$ cat config.mk
export PLATFORM = sky130hd
export DESIGN_NAME = mmu_pager_flat
export DESIGN_NICKNAME = d
export VERILOG_FILES = /design/src/rtl/mmu_pager_if.sv /design/src/rtl/mmu_pager.sv /design/src/flat_wrapper.sv
export SDC_FILE = /design/constraint.sdc
export NUM_CORES = 1
export LEC_CHECK = 0
export ABC_AREA = 1
export CORE_ASPECT_RATIO = 0.7
export CORE_MARGIN = 2
export CORE_UTILIZATION = 30
export DETAILED_ROUTE_END_ITERATION = 6
export HOLD_SLACK_MARGIN = 0.15
export PLACE_DENSITY = 0.42
export SYNTH_ARGS = -nofsm -noshare
export SYNTH_HDL_FRONTEND = slang
export SYNTH_SLANG_ARGS = --single-unit
$ cat constraint.sdc
create_clock -name i_clk -period 3.31 [get_ports i_clk]
set_input_delay 0.331 -clock i_clk [delete_from_list [all_inputs] [get_ports i_clk]]
set_output_delay 0.331 -clock i_clk [all_outputs]
set_load 0.02 [all_outputs]
$ cat src/rtl/mmu_pager_if.sv
// CPU-side bus of the mmu_pager: access strobe, address/data in, translation results out.
interface mmu_pager_if #(
    parameter int unsigned VADDR_W   = 16,
    parameter int unsigned PAGE_BITS = 13,
    parameter int unsigned FRAME_W   = 6,
    parameter int unsigned CTX_W     = 2
);
    logic                         i_valid;
    logic                         i_rw;
    logic [VADDR_W-1:0]           i_vadr;
    logic [7:0]                   i_wdata;
    logic                         o_valid;
    logic [FRAME_W+PAGE_BITS-1:0] o_padr;
    logic                         o_ramcs_n;
    logic                         o_romcs_n;
    logic [7:0]                   o_rdata;
    logic                         o_rdvalid;
    logic                         o_fault;
    logic                         o_nmi_n;
    logic [CTX_W-1:0]             o_ctx;

    modport master (
        output i_valid, i_rw, i_vadr, i_wdata,
        input  o_valid, o_padr, o_ramcs_n, o_romcs_n, o_rdata, o_rdvalid,
               o_fault, o_nmi_n, o_ctx
    );

    modport slave (
        input  i_valid, i_rw, i_vadr, i_wdata,
        output o_valid, o_padr, o_ramcs_n, o_romcs_n, o_rdata, o_rdvalid,
               o_fault, o_nmi_n, o_ctx
    );
endinterface

$ cat src/rtl/mmu_pager.sv
// Paged MMU / address decoder: per-context page tables, ROM/RAM/IO decode, fault capture.
// Optional macro MMU_FAULT_ADDR_EN latches the faulting virtual address (readable at PAGES+2/+3).
module mmu_pager #(
    parameter int unsigned VADDR_W   = 16,
    parameter int unsigned PAGE_BITS = 13,
    parameter int unsigned FRAME_W   = 6,
    parameter int unsigned NCTX      = 4,
    parameter int unsigned IO_BASE   = 32'hFE00,
    parameter int unsigned ROM_BASE  = 32'hC000
) (
    input  logic       i_clk,
    input  logic       i_reset,
    mmu_pager_if.slave bus
);
    localparam int unsigned PAGE_W   = VADDR_W - PAGE_BITS;
    localparam int unsigned PAGES    = 1 << PAGE_W;
    localparam int unsigned CTX_W    = $clog2(NCTX);
    localparam int unsigned PADR_W   = FRAME_W + PAGE_BITS;
    localparam int unsigned IO_SPAN  = 256;
    localparam int unsigned OFF_CTRL = PAGES;
    localparam int unsigned OFF_STAT = PAGES + 1;
    localparam int unsigned OFF_FAL  = PAGES + 2;
    localparam int unsigned OFF_FAH  = PAGES + 3;
    localparam logic [7:0]  ENTRY_MASK = 8'hC0 | 8'((1 << FRAME_W) - 1);

    logic [7:0]        tbl [NCTX][PAGES];
    logic              rom_en;
    logic [CTX_W-1:0]  ctx;
    logic              pending;
    logic              st_cause;
    logic [PAGE_W-1:0] st_page;
    logic              nmi_n;
`ifdef MMU_FAULT_ADDR_EN
    logic [VADDR_W-1:0] fault_adr;
`endif

    logic              in_io;
    logic              in_rom;
    logic [7:0]        off;
    logic [PAGE_W-1:0] page;
    logic [7:0]        entry;
    logic              fault_c;
    logic              cause_c;
    logic [7:0]        rd_c;
    logic              st_set;
    logic              st_clr;
    logic              pending_nxt;

    // Address decode, translation lookup and register read mux
    always_comb begin
        in_io   = (32'(bus.i_vadr) >= IO_BASE) && (32'(bus.i_vadr) < IO_BASE + IO_SPAN);
        off     = 8'(32'(bus.i_vadr) - IO_BASE);
        in_rom  = !in_io && rom_en && (32'(bus.i_vadr) >= ROM_BASE);
        page    = bus.i_vadr[VADDR_W-1:PAGE_BITS];
        entry   = tbl[ctx][page];
        fault_c = !in_io && !in_rom && (entry[7] || (entry[6] && !bus.i_rw));
        cause_c = !entry[7];

        rd_c = 8'h00;
        if (32'(off) < PAGES) begin
            rd_c = tbl[ctx][off[PAGE_W-1:0]];
        end else if (32'(off) == OFF_CTRL) begin
            rd_c    = 8'(ctx);
            rd_c[7] = rom_en;
        end else if (32'(off) == OFF_STAT) begin
            rd_c = {pending, st_cause, 2'b00, 4'(st_page)};
`ifdef MMU_FAULT_ADDR_EN
        end else if (32'(off) == OFF_FAL) begin
            rd_c = 16'(fault_adr) & 16'h00FF;
        end else if (32'(off) == OFF_FAH) begin
            rd_c = 8'(16'(fault_adr) >> 8);
`endif
        end

        // A new fault takes priority over a status clear
        st_set      = bus.i_valid && fault_c && !pending;
        st_clr      = bus.i_valid && in_io && !bus.i_rw && (32'(off) == OFF_STAT);
        pending_nxt = pending;
        if (st_set) begin
            pending_nxt = 1'b1;
        end else if (st_clr) begin
            pending_nxt = 1'b0;
        end
    end

    always_ff @(posedge i_clk) begin
        if (i_reset) begin
            bus.o_valid   <= 1'b0;
            bus.o_padr    <= '0;
            bus.o_ramcs_n <= 1'b1;
            bus.o_romcs_n <= 1'b1;
            bus.o_rdata   <= 8'h00;
            bus.o_rdvalid <= 1'b0;
            bus.o_fault   <= 1'b0;
            nmi_n         <= 1'b1;
            rom_en        <= 1'b1;
            ctx           <= '0;
            pending       <= 1'b0;
            st_cause      <= 1'b0;
            st_page       <= '0;
`ifdef MMU_FAULT_ADDR_EN
            fault_adr     <= '0;
`endif
            for (int c = 0; c < NCTX; c++) begin
                for (int p = 0; p < PAGES; p++) begin
                    tbl[CTX_W'(c)][PAGE_W'(p)] <= (c == 0) ? 8'(p) : 8'h80;
                end
            end
        end else begin
            bus.o_valid   <= bus.i_valid;
            bus.o_ramcs_n <= 1'b1;
            bus.o_romcs_n <= 1'b1;
            bus.o_rdvalid <= 1'b0;
            bus.o_fault   <= 1'b0;
            pending       <= pending_nxt;
            nmi_n         <= !pending_nxt;

            if (st_set) begin
                st_cause  <= cause_c;
                st_page   <= page;
`ifdef MMU_FAULT_ADDR_EN
                fault_adr <= bus.i_vadr;
`endif
            end else if (st_clr) begin
                st_cause <= 1'b0;
                st_page  <= '0;
            end

            if (bus.i_valid) begin
                if (in_io) begin
                    bus.o_padr <= '0;
                    if (bus.i_rw) begin
                        bus.o_rdvalid <= 1'b1;
                        bus.o_rdata   <= rd_c;
                    end else if (32'(off) < PAGES) begin
                        tbl[ctx][off[PAGE_W-1:0]] <= bus.i_wdata & ENTRY_MASK;
                    end else if (32'(off) == OFF_CTRL) begin
                        rom_en <= bus.i_wdata[7];
                        ctx    <= bus.i_wdata[CTX_W-1:0];
                    end
                end else if (in_rom) begin
                    bus.o_romcs_n <= 1'b0;
                    bus.o_padr    <= PADR_W'(bus.i_vadr);
                end else begin
                    bus.o_padr <= {entry[FRAME_W-1:0], bus.i_vadr[PAGE_BITS-1:0]};
                    if (fault_c) begin
                        bus.o_fault <= 1'b1;
                    end else begin
                        bus.o_ramcs_n <= 1'b0;
                    end
                end
            end
        end
    end

    assign bus.o_nmi_n = nmi_n;
    assign bus.o_ctx   = ctx;
endmodule

$ cat src/flat_wrapper.sv
// flat-port wrapper written by rule: the top's interface ports become plain ports
module mmu_pager_flat 
#(
    parameter int unsigned VADDR_W   = 16,
    parameter int unsigned PAGE_BITS = 13,
    parameter int unsigned FRAME_W   = 6,
    parameter int unsigned NCTX      = 4,
    parameter int unsigned IO_BASE   = 32'hFE00,
    parameter int unsigned ROM_BASE  = 32'hC000
)
  (i_clk, i_reset, bus_i_valid, bus_i_rw, bus_i_vadr, bus_i_wdata, bus_o_valid, bus_o_padr, bus_o_ramcs_n, bus_o_romcs_n, bus_o_rdata, bus_o_rdvalid, bus_o_fault, bus_o_nmi_n, bus_o_ctx);
  mmu_pager_if #(.VADDR_W(VADDR_W), .PAGE_BITS(PAGE_BITS), .FRAME_W(FRAME_W)) bus_i ();
  input  logic i_clk;
  input  logic i_reset;
  input wire logic [$bits(bus_i.i_valid)-1:0] bus_i_valid;
  input wire logic [$bits(bus_i.i_rw)-1:0] bus_i_rw;
  input wire logic [$bits(bus_i.i_vadr)-1:0] bus_i_vadr;
  input wire logic [$bits(bus_i.i_wdata)-1:0] bus_i_wdata;
  output wire logic [$bits(bus_i.o_valid)-1:0] bus_o_valid;
  output wire logic [$bits(bus_i.o_padr)-1:0] bus_o_padr;
  output wire logic [$bits(bus_i.o_ramcs_n)-1:0] bus_o_ramcs_n;
  output wire logic [$bits(bus_i.o_romcs_n)-1:0] bus_o_romcs_n;
  output wire logic [$bits(bus_i.o_rdata)-1:0] bus_o_rdata;
  output wire logic [$bits(bus_i.o_rdvalid)-1:0] bus_o_rdvalid;
  output wire logic [$bits(bus_i.o_fault)-1:0] bus_o_fault;
  output wire logic [$bits(bus_i.o_nmi_n)-1:0] bus_o_nmi_n;
  output wire logic [$bits(bus_i.o_ctx)-1:0] bus_o_ctx;
  assign bus_i.i_valid = bus_i_valid;
  assign bus_i.i_rw = bus_i_rw;
  assign bus_i.i_vadr = bus_i_vadr;
  assign bus_i.i_wdata = bus_i_wdata;
  assign bus_o_valid = bus_i.o_valid;
  assign bus_o_padr = bus_i.o_padr;
  assign bus_o_ramcs_n = bus_i.o_ramcs_n;
  assign bus_o_romcs_n = bus_i.o_romcs_n;
  assign bus_o_rdata = bus_i.o_rdata;
  assign bus_o_rdvalid = bus_i.o_rdvalid;
  assign bus_o_fault = bus_i.o_fault;
  assign bus_o_nmi_n = bus_i.o_nmi_n;
  assign bus_o_ctx = bus_i.o_ctx;
  mmu_pager #(.VADDR_W(VADDR_W), .PAGE_BITS(PAGE_BITS), .FRAME_W(FRAME_W), .NCTX(NCTX), .IO_BASE(IO_BASE), .ROM_BASE(ROM_BASE)) u_core (.i_clk(i_clk), .i_reset(i_reset), .bus(bus_i));
endmodule
==> run_results.csv, run 1 <==
group,metric,value,unit
run_status,status,"finished clean",
logic_synthesis,synth-edff-count,256,
routing,drc,0,
layout,fillCellCount,4441,
timing,slew_viol_final,0,
timing,max_freq,372,MHz
global_routing,grt_max_degree,65,
clock_tree,clock_latency,0.59,ns
logic_synthesis,syn_nets,1392,
logic_synthesis,netlist.area_leader.share,57.9,%
logic_synthesis,yosys_most_used_dff,"edfxtp_1",
logic_synthesis,synth_common_cells,"nand2_1, edfxtp_1, nor2_1",
timing,finalSetupViolCount,0,
timing,hold_violations,0,
timing,finalCritPeriodShare,81.2,%
placement,dp_cells,2013,
logic_synthesis,synthTopCellsByArea,"edfxtp_1, nand2_1, dfxtp_1",
logic_synthesis,synth_cell_types,34,
floorplanning,die_w,255,microns
pwr,powerDensity,519,nW/um^2
timing,layout_setup_ws,0.622,ns
layout,nets,1480,
clock_tree,clk_pin_slew_worst_paths,0.06,ns
critical_path,crit_required,3.83,ns
placement,placed_area,14900,sq um
hold_path,holdCritPathClass,"input port to register",
clock_tree,tritoncts,"yes",
job,max-cap-violations,0,
layout,final_area,15900,sq um
clock_tree,numCtsBuffers,31,
placement,hpwl,31800,microns
layout,fin_cells,2070,
critical_path,worstSetupStartpointType,"register",
routing,firstDrtPassIters,6,
floorplanning,die_area,46000,sq um
placement,numPortBuffers,62,
global_routing,grt.overflow.total,0,
logic_synthesis,syn_inst,1364,
floorplanning,start_util,30.4,%
clock_tree,ctsRootBufferMaster,"clkbuf_16",
timing,skew,0.0140,ns
logic_synthesis,yosysWarningCount,0,
floorplanning,fp.dieH,180,microns
logic_synthesis,synthSimpleGateAreaFrac,25.6,%
critical_path,arrival,3.21,ns
logic_synthesis,synthMuxAreaShare,0,%
clock_tree,htree_levels,1,
logic_synthesis,syn_area_per_cell,9.73,sq um
critical_path,path_cells,"inv_4 -> buf_4 -> buf_4 -> nand2_1 -> a32o_1 -> nor2_1 -> nor2_1 -> o21ai_0 -> nand3_1 -> nand2_1",
timing,final.min_clock_period,2.69,ns
clock_tree,hold_buffers,0,
floorplanning,rows,64,
pwr,p_leak,6.04,nW
global_routing,grt_pass1_wl,66900,microns
floorplanning,io_pins,63,
timing,worst_pin_slew,0.933,ns
clock_tree,cts_sinks,299,
logic_synthesis,synth_area,13300,sq um
routing,drt-initial-drc-count,1158,
logic_synthesis,synth_fa_ha_area_share,0,%
logic_synthesis,synth_most_common_cell,"nand2_1",
logic_synthesis,async_flop_share,0,%
logic_synthesis,synth-xor-area-share,0,%
layout,drive_above_1_share,10.4,%
routing,routed_wl,46000,microns
critical_path,end_kind,"register",
layout,antenna_cells,0,
routing,wl_per_cell,22.2,microns
timing,slew_headroom,37.7,%
logic_synthesis,ys_ff_latch,299,
routing,ant_nets,0,
logic_synthesis,synth_compound_area_share,6.45,%
timing,rsz0062_at_grt,"false",
floorplanning,coreArea,43600,sq um
logic_synthesis,seq_area_frac_synth,64.4,%
layout,area_growth,19.8,%
pwr,ir_drop,0.000361,V
logic_synthesis,synth_top_family_by_area,"simple AND/OR/NAND/NOR gates",
critical_path,critPathMaxFanout,44,
clock_tree,cts_resized,0,
routing,vias,10300,
clock_tree,cts_buffer_depth,3,
critical_path,worst_path_largest_cell_delay,0.43,ns
logic_synthesis,synth_top_area_cell,"edfxtp_1",
placement,dp_worst_setup_slack,-0.0123,ns
routing,routed_via_density,4.99,
critical_path,critical_path.slowest_cell,"o21ai_0",
placement,gp_congestion,0.902,
global_routing,grt_pass1_vias,9797,
layout,utilization,36.4,%
global_routing,antenna_found_initial,0,
clock_tree,post_cts.repair.setup_buffers,0,
pwr,power.total,8.25,mW
critical_path,path_class,"register to register",
global_routing,grt_usage,19.6,%
[registers in the layout, indices dropped and copies added, names as in the netlist, named ones only]
name / flops
u_core.tbl: 256
u_core.bus.o_padr: 19
u_core.bus.o_rdata: 8
u_core.st_page: 3
u_core.bus.o_ctx: 2
u_core.bus.o_fault: 1
u_core.bus.o_nmi_n: 1
u_core.bus.o_ramcs_n: 1
u_core.bus.o_rdvalid: 1
u_core.bus.o_romcs_n: 1
u_core.bus.o_valid: 1
u_core.pending: 1
u_core.rom_en: 1
u_core.st_cause: 1
[per-stage QoR]
| stage | hold WS, ns | TNS, ns |
|---|---|---|
| global placement | 0.454 | 0 |
| finish | 0.348 | 0 |
| CTS | 0.328 | 0 |
| detailed placement | 0.457 | -0.0980 |
| global route | 0.350 | 0 |
| floorplan | 0.430 | 0 |
[layout by cell type, fill, tap and decap left out, types with 16 or more instances in the layout]
| cell | netlist | layout |
|---|---|---|
| nand2_1 | 379 | 379 |
| edfxtp_1 | 256 | 256 |
| nor2_1 | 216 | 216 |
| nand3_1 | 166 | 166 |
| buf_4 | 1 | 63 |
| clkdlybuf4s50_1 | 0 | 62 |
| o21ai_0 | 55 | 55 |
| a21oi_1 | 46 | 46 |
| dfxtp_1 | 43 | 41 |
| inv_1 | 41 | 40 |
| clkbuf_16 | 0 | 32 |
| nand2_2 | 16 | 16 |
[path summary, 6_finish.rpt]
kind | startpoint | endpoint | slack [ns] | cells past startpoint
worst max-delay path | register | u_core.bus.o_padr[18]$_SDFFE_PP0P_ | 0.62 | 10
worst min register to register | u_core.bus.o_padr[5]$_SDFFE_PP0P_ | u_core.bus.o_padr[5]$_SDFFE_PP0P_ | 0.46 | 2
worst max register to register | register | u_core.bus.o_padr[18]$_SDFFE_PP0P_ | 0.62 | 10
worst min-delay path | bus_i_vadr[5] | u_core.bus.o_padr[5]$_SDFFE_PP0P_ | 0.35 | 3
[power by group]
| part | internal (mW) | switching (mW) |
|---|---|---|
| registers | 4.15 | 0.0255 |
| clock network | 2.09 | 1.51 |
| logic | 0.140 | 0.337 |
[layout make-up]
type	count	area, sq um	area share [%]
clock buffer	41	878	5.52
clock inverter	16	159	1.00
inverter	47	179	1.13
multi-input combinational	946	4250	26.7
sequential	299	8550	53.8
tap	594	743	4.67
timing repair buffer	127	1130	7.13
[per-layer routing]
metal  up-vias  part of all wire (%)  GRT usage, %
met5         -                     0             0
met4         0                   1.6          3.67
met3        55                   7.9          3.96
met2       374                    39          26.4
met1      5064                    51          31.8
li1       4837                     -             -
[critical path, delay by kind of cell, from the launching register on]
kind / cells / cell delay, ns
AOI/OAI and AO/OA: 2 / 0.74
DFF: 1 / 0.38
and+or+nand+nor: 5 / 0.46
buffers and inverters: 3 / 1.00
[cell families after synthesis]
| group | count (synthesis) |
|---|---|
| and+or+nand+nor | 801 |
| DFF | 299 |
| AOI/OAI and AO/OA | 145 |
| buffers and inverters | 119 |
(Power assumes the default switching activity.)
==> run 2: changes to the inputs <==
--- a/config.mk
+++ b/config.mk
@@ -11,7 +11,7 @@
 export CORE_UTILIZATION = 30
 export DETAILED_ROUTE_END_ITERATION = 6
 export HOLD_SLACK_MARGIN = 0.15
-export PLACE_DENSITY = 0.42
+export PLACE_DENSITY = 0.44
 export SYNTH_ARGS = -nofsm -noshare
 export SYNTH_HDL_FRONTEND = slang
 export SYNTH_SLANG_ARGS = --single-unit
==> constraint.sdc (replaced) <==
create_clock -name i_clk -period 2.4 [get_ports i_clk]
set_input_delay 0.24 -clock i_clk [delete_from_list [all_inputs] [get_ports i_clk]]
set_output_delay 0.24 -clock i_clk [all_outputs]
set_load 0.02 [all_outputs]
==> run 2 against run 1 <==
Flip-flop and latch count stayed put; global-route usage is 0.33 points higher; worst setup slack worse by 0.47 ns; non-clock buffer count is 86 higher; clock skew is 0.0036 ns higher.
==> run_results.csv, run 2 (synthesis gave the netlist of run 1 again) <==
group,metric,value,unit
run_status,status,"finished clean",
global_routing,grt_use_met2,26.3,%
layout,top_register,"u_core.tbl",
timing,hold_ws,0.308,ns
clock_tree,htree_levels,2,
clock_tree,tritoncts,"yes",
critical_path,end_kind,"register",
global_routing,grt_usage,19.9,%
placement,dp_cells,2098,
layout,nets,1569,
routing,drc,0,
layout,reg.largest.list,"u_core.tbl (256), u_core.bus.o_padr (19), u_core.bus.o_rdata (8)",
global_routing,grt_pass1_vias,10300,
critical_path,worstSetupStartpointType,"register",
timing,worst_pin_slew,0.679,ns
clock_tree,ctsRootBufferMaster,"clkbuf_16",
critical_path,path_cells,"inv_4 -> buf_12 -> buf_12 -> nand2_1 -> nand3_1 -> nand2_1 -> nand2_1 -> nand3_1 -> nand3_1 -> nand3_1 -> nand2_2 -> buf_4 -> nand3_1 -> nor3_1",
hold_path,holdCritPathClass,"input port to register",
critical_path,rrSetupSlack,0.15,ns
placement,gp_congestion,0.893,
floorplanning,die_area,46000,sq um
layout,largest_reg_flops,256,
hold_path,holdPathStages,3,
global_routing,grt_pass1_wl,68300,microns
layout,final_cell_mix,"nand2_1, edfxtp_1, nor2_1",
critical_path,critPathMaxFanout,23,
timing,skew,0.0176,ns
critical_path,rr_worst_depth,14,
routing,vias,10700,
global_routing,grt_max_degree,65,
floorplanning,die_w,255,microns
floorplanning,io_pins,63,
clock_tree,cts_buffer_depth,3,
critical_path,cp_top_family,"simple AND/OR/NAND/NOR gates",
timing,rsz0062_at_grt,"false",
critical_path,arrival,2.69,ns
floorplanning,start_util,30.4,%
floorplanning,fp.dieH,180,microns
critical_path,crit_buf_inv,4,
layout,layout_commonest_cell,"nand2_1",
global_routing,met3_usage,4.22,%
placement,hpwl,32400,microns
floorplanning,rows,64,
clock_tree,cts_sinks,299,
routing,ant_nets,0,
global_routing,busiest_layer,"met1",
timing,max_freq,445,MHz
layout,regArea,8550,sq um
clock_tree,clk_pin_slew_worst_paths,0.06,ns
timing,final.min_clock_period,2.25,ns
floorplanning,coreArea,43600,sq um
global_routing,antenna_found_initial,1,
critical_path,worst_path_largest_cell_delay,0.38,ns
timing,layout_setup_ws,0.155,ns
global_routing,grt.overflow.total,0,
placement,dp_worst_setup_slack,-0.467,ns
routing,drt-initial-drc-count,1152,
layout,fillCellCount,4351,
timing,slew_headroom,54.6,%
critical_path,reg2reg_to,"u_core.bus.o_fault$_SDFF_PP0_",
pwr,p_leak,6.58,nW
pwr,ir_drop,0.000298,V
timing,slew_viol_final,0,
layout,multi_input_area,4270,sq um
routing,firstDrtPassIters,6,
global_routing,use_met1,32.5,%
layout,utilization,38.7,%
timing,finalSetupViolCount,0,
layout,drive_above_1_share,15.7,%
job,max-cap-violations,0,
layout,fin_cells,2157,
layout,antenna_cells,0,
timing,hold_violations,0,
routing,routed_wl,46300,microns
critical_path,crit_required,2.85,ns
pwr,powerDensity,687,nW/um^2
clock_tree,clock_latency,0.53,ns
layout,area_growth,27.2,%
clock_tree,hold_buffers,0,
pwr,power.total,11.6,mW
clock_tree,numCtsBuffers,34,
placement,numPortBuffers,62,
hold_path,hold_end,"u_core.bus.o_padr[9]$_SDFFE_PP0P_",
critical_path,path_class,"register to register",
hold_path,hold_start,"bus_i_vadr[9]",
critical_path,critical_path.slowest_cell,"dfxtp_4",
timing,finalCritPeriodShare,93.5,%
critical_path,critPathMostFrequentCell,"nand3_1",
routing,routed_via_density,4.97,
routing,wl_per_cell,21.5,microns
[run 2: changes by cell type in the layout (fill, tap and decap cells not counted), moves of 2 or more]
| cell | before | now |
|---|---|---|
| nand2_1 | 379 | 377 |
| buf_12 | 2 | 23 |
| bufinv_16 | 3 | 0 |
| nand2_2 | 16 | 18 |
| clkinv_1 | 7 | 5 |
| buf_4 | 63 | 127 |
| clkbuf_16 | 32 | 37 |
[run 2: power breakdown]
part	total (mW)	switching [mW]	internal (mW)	leakage (nW)
clock	5.07	2.12	2.95	0.535
sequential	5.75	0.0358	5.72	2.77
combinational	0.774	0.493	0.281	3.28
[run 2: timing repair]
| item | 4_1_cts | 5_1_grt |
|---|---|---|
| setup buffers | 0 | 1 |
| setup endpoints to repair | 0 | 156 |
| resized for setup | 0 | 6 |
[run 2: final cells by class]
cell class | instances | area share (%)
Inverter | 47 | 1.06
Clock buffer | 47 | 6.00
Timing Repair Buffer | 213 | 12.2
Tap cell | 594 | 4.40
Multi-Input combinational cell | 946 | 25.3
Clock inverter | 11 | 0.371
Sequential cell | 299 | 50.7
[run 2: metrics by stage]
stage	area (sq um)	setup TNS, ns
after floorplan	13300	0
after global placement	15800	-129.68
after detailed placement	15800	-133.97
after CTS	16800	0
after global routing	16900	0
final	16900	0
[run 2: worst max path at each step]
stage / endpoint / cells past startpoint / slack [ns]
2_1_floorplan: u_core.tbl[2][16]$_DFFE_PP_ / 11 / 0.15
4_1_cts: u_core.tbl[1][41]$_SDFFCE_PN0P_ / 13 / 0.06
3_3_place_gp: u_core.tbl[1][43]$_SDFFCE_PN0P_ / 13 / -0.45
6_report: u_core.bus.o_fault$_SDFF_PP0_ / 14 / 0.15
3_5_place_dp: u_core.tbl[1][41]$_SDFFCE_PN0P_ / 13 / -0.47
5_1_grt: u_core.bus.o_padr[13]$_SDFFE_PP0P_ / 13 / 0.005
[run 2: worst min-delay path, delay by kind of cell]
| family | cells | cell delay [ns] |
|---|---|---|
| buffers and inverters | 1 | 0.42 |
| AOI/OAI and AO/OA | 1 | 0.05 |
| and+or+nand+nor | 1 | 0.07 |
[run 2: per-layer routing]
layer | share of wire, % | vias up
li1 | - | 5019
met1 | 52 | 5231
met2 | 38 | 420
met3 | 7.8 | 53
met4 | 1.6 | 0
met5 | 0 | -
==> run 3: changes to the inputs <==
--- a/config.mk
+++ b/config.mk
@@ -6,6 +6,7 @@
 export NUM_CORES = 1
 export LEC_CHECK = 0
 export ABC_AREA = 1
+export ABC_CLOCK_PERIOD_IN_PS = 2400
 export CORE_ASPECT_RATIO = 0.7
 export CORE_MARGIN = 2
 export CORE_UTILIZATION = 30
==> results of run 3 <==
The final DEF is identical to that of run 2; final timing and power are the same.
==> edit: new RTL, settings of run 2 <==
`FRAME_W` is set to 6 in 3 places; all go to 8.
--- a/src/rtl/mmu_pager_if.sv
+++ b/src/rtl/mmu_pager_if.sv
@@ -4,3 +4,3 @@
     parameter int unsigned PAGE_BITS = 13,
-    parameter int unsigned FRAME_W   = 6,
+    parameter int unsigned FRAME_W   = 8,
     parameter int unsigned CTX_W     = 2
--- a/src/rtl/mmu_pager.sv
+++ b/src/rtl/mmu_pager.sv
@@ -5,3 +5,3 @@
     parameter int unsigned PAGE_BITS = 13,
-    parameter int unsigned FRAME_W   = 6,
+    parameter int unsigned FRAME_W   = 8,
     parameter int unsigned NCTX      = 4,
--- a/src/flat_wrapper.sv
+++ b/src/flat_wrapper.sv
@@ -5,3 +5,3 @@
     parameter int unsigned PAGE_BITS = 13,
-    parameter int unsigned FRAME_W   = 6,
+    parameter int unsigned FRAME_W   = 8,
     parameter int unsigned NCTX      = 4,
Interface: changed (resized bus_o_padr); port bits go from 63 to 65. No check against the original RTL was run, so the function may have changed too.
==> edit against run 2 <==
Sequential cell count increased by 2. First-iteration DRC count decreased by 8.2%. Area after synthesis is 2.0% higher. Cell count up 1.5%. Largest cell class unchanged. Via count down 1.9%. Fmax rose by 0.24%. Setup slack improved by 0.0055 ns. Cell area rose by 1.0%. Total power down 1.3%. Wire length decreased by 1.8%. Critical path type unchanged.
==> edit: results (changes against run 2) <==
### Critical path
• biggest cell delay along the critical path: 0.44 ns, was 0.38 ns
• library cell contributing the largest single delay on the critical path: sky130_fd_sc_hd__dfxtp_4, unchanged
• maximum fanout count along the critical path: 34, was 23
• data arrival at the endpoint of the critical path: 2.70 ns, was 2.69 ns

### Synthesis
• count of different cell masters after synthesis: 37, was 34
• fraction of registers with async set or reset after synthesis: 0, unchanged
• count of flip-flops with a built-in enable after synthesis: 256, unchanged
• mean cell area of the mapped netlist: 9.734 um2, was 9.731 um2
• Seq/Total Area, Yosys: 0.6343, was 0.6440
• primary flip-flop cell chosen by synthesis mapping: sky130_fd_sc_hd__edfxtp_1, unchanged
• cells taking the most area after synthesis: sky130_fd_sc_hd__edfxtp_1, sky130_fd_sc_hd__nand2_1, sky130_fd_sc_hd__nand3_1, was sky130_fd_sc_hd__edfxtp_1, sky130_fd_sc_hd__nand2_1, sky130_fd_sc_hd__dfxtp_1
• Post-synth top cells: sky130_fd_sc_hd__nand2_1, sky130_fd_sc_hd__edfxtp_1, sky130_fd_sc_hd__nor2_1, unchanged
• number of synthesis warnings: 0, unchanged
• Post-Syn Nets: 1,419, was 1,392

### Clocking
• clock-pin slew of the registers on the worst-case setup and hold paths: 0.07 ns
• CTS root buffer: sky130_fd_sc_hd__clkbuf_16, unchanged
• TritonCTS buffer count: 31, was 34
• Clock H-tree levels: 1, was 2
• maximum clock insertion buffer count: 3, unchanged
• Worst-Skew Late Latency: 0.58 ns, was 0.53 ns

### Placement
• placed standard-cell area: 0.01593 mm2, was 0.01577 mm2
• placed instance count: 2,130, was 2,098
• quantity of I/O buffers inserted on ports: 64, was 62
• worst slack, placed: -0.3163 ns, was -0.4669 ns
• sum of net half-perimeters after detailed placement: 30.90 mm, was 32.41 mm
• final RePlAce weighted congestion: 0.9207, was 0.8930

### GRT
• antenna violations before repair: 0, was 1
• pin count of the biggest net entering global routing: 76, was 65
• vias in the first global route: 10,314, was 10,264
• global-route wire length before repair: 66.59 mm, was 68.25 mm
• global-route total usage across every layer: 0.1896, was 0.1993

### Cells and area
• Filler Cell Count: 4,473, was 4,351
• count of non-filler cells in the finished layout: 2,189, was 2,157
• biggest registers after layout: u_core.tbl (256), u_core.bus.o_padr (21), u_core.bus.o_rdata (8), was u_core.tbl (256), u_core.bus.o_padr (19), u_core.bus.o_rdata (8)
• fraction of layout cells with a size suffix above 1: 0.1589, was 0.1574
• net count reported at finish: 1,591, was 1,569
• antenna cells: 0, unchanged

### Detailed routing
• Total Wirelength: 45.52 mm, was 46.35 mm
• number of detailed-route iterations in the first pass: 5, was 6
• Detailed Route Iter0 Violations: 1,058, was 1,152
• Via density: 4.804, was 4.971

### Pwr
• internal power: 8.872 mW, was 8.952 mW
• cell leakage power: 6.822 nW, was 6.582 nW
• highest ir drop seen on vdd: 576.2 uV, was 297.5 uV

### STA
• post-route clock skew: 0.01530 ns, was 0.01759 ns
• slew margin rel.: 0.6871, was 0.5457

### Hold path
• class of the tightest hold or removal check: input pin to flip-flop, unchanged

### Run status
• result of the run: complete, no violations, unchanged

[edit: final cells by class]
type,instances,area share
Inverter,47,0.01071
Timing Repair Buffer,211,0.1198
Clock inverter,13,0.008733
Multi-Input combinational cell,971,0.2612
Tap cell,603,0.04425
Sequential cell,301,0.5040
Clock buffer,43,0.05130
[edit: cell families after synthesis]
kind of cell,after synthesis,synth area share
compound gates,121,0.05202
buf+inv,119,0.03788
flops,301,0.6343
simple gates,850,0.2758
[edit: worst paths after layout]
kind                    startpoint               endpoint  slack, ns  cells past startpoint
max                      flip-flop   u_core.bus.o_ramcs_n       0.16                     14
min                  bus_i_vadr[7]   u_core.bus.o_padr[7]       0.24                      3
max reg2reg              flip-flop   u_core.bus.o_ramcs_n       0.16                     14
min reg2reg  u_core.bus.o_rdata[5]  u_core.bus.o_rdata[5]       0.46                      2
[edit: routing by layer]
| layer | vias up | routed length, um | part of all wire | GRT usage |
|---|---|---|---|---|
| met3 | 59 | 3032 | 0.067 | 0.03518 |
| met5 | - | 0 | 0 | 0 |
| met2 | 371 | 19110 | 0.42 | 0.2761 |
| met1 | 5013 | 22530 | 0.49 | 0.2929 |
| met4 | 0 | 851 | 0.019 | 0.03514 |
| li1 | 5074 | - | - | - |
[edit: critical path: cells and delay by family (launching register included)]
| family | cells | cell delay [ns] |
|---|---|---|
| DFF | 1 | 0.44 |
| buffers and inverters | 3 | 0.44 |
| and+or+nand+nor | 11 | 1.21 |
[edit: power groups by stage]
| stage | logic [mW] | clock network, mW | registers, mW |
|---|---|---|---|
| floorplan | 0.276 | 0 | 5.92 |
| global placement | 0.740 | 0 | 5.90 |
| detailed placement | 0.739 | 0 | 5.90 |
| CTS | 0.741 | 5.03 | 5.79 |
| global route | 0.803 | 5.24 | 5.79 |
| finish | 0.740 | 4.93 | 5.78 |
[edit: repair_timing]
item                       CTS  global route
resized for setup            0             6
setup endpoints to repair    0             5
setup buffers                0             0
hold buffers                 0             0
[edit: metrics by stage]
step                utilization  power [mW]
floorplan                     -       6.197
global placement         0.3554       6.636
detailed placement       0.3554       6.637
CTS                      0.3783       11.55
global route             0.3805       11.83
finish                   0.3805       11.45
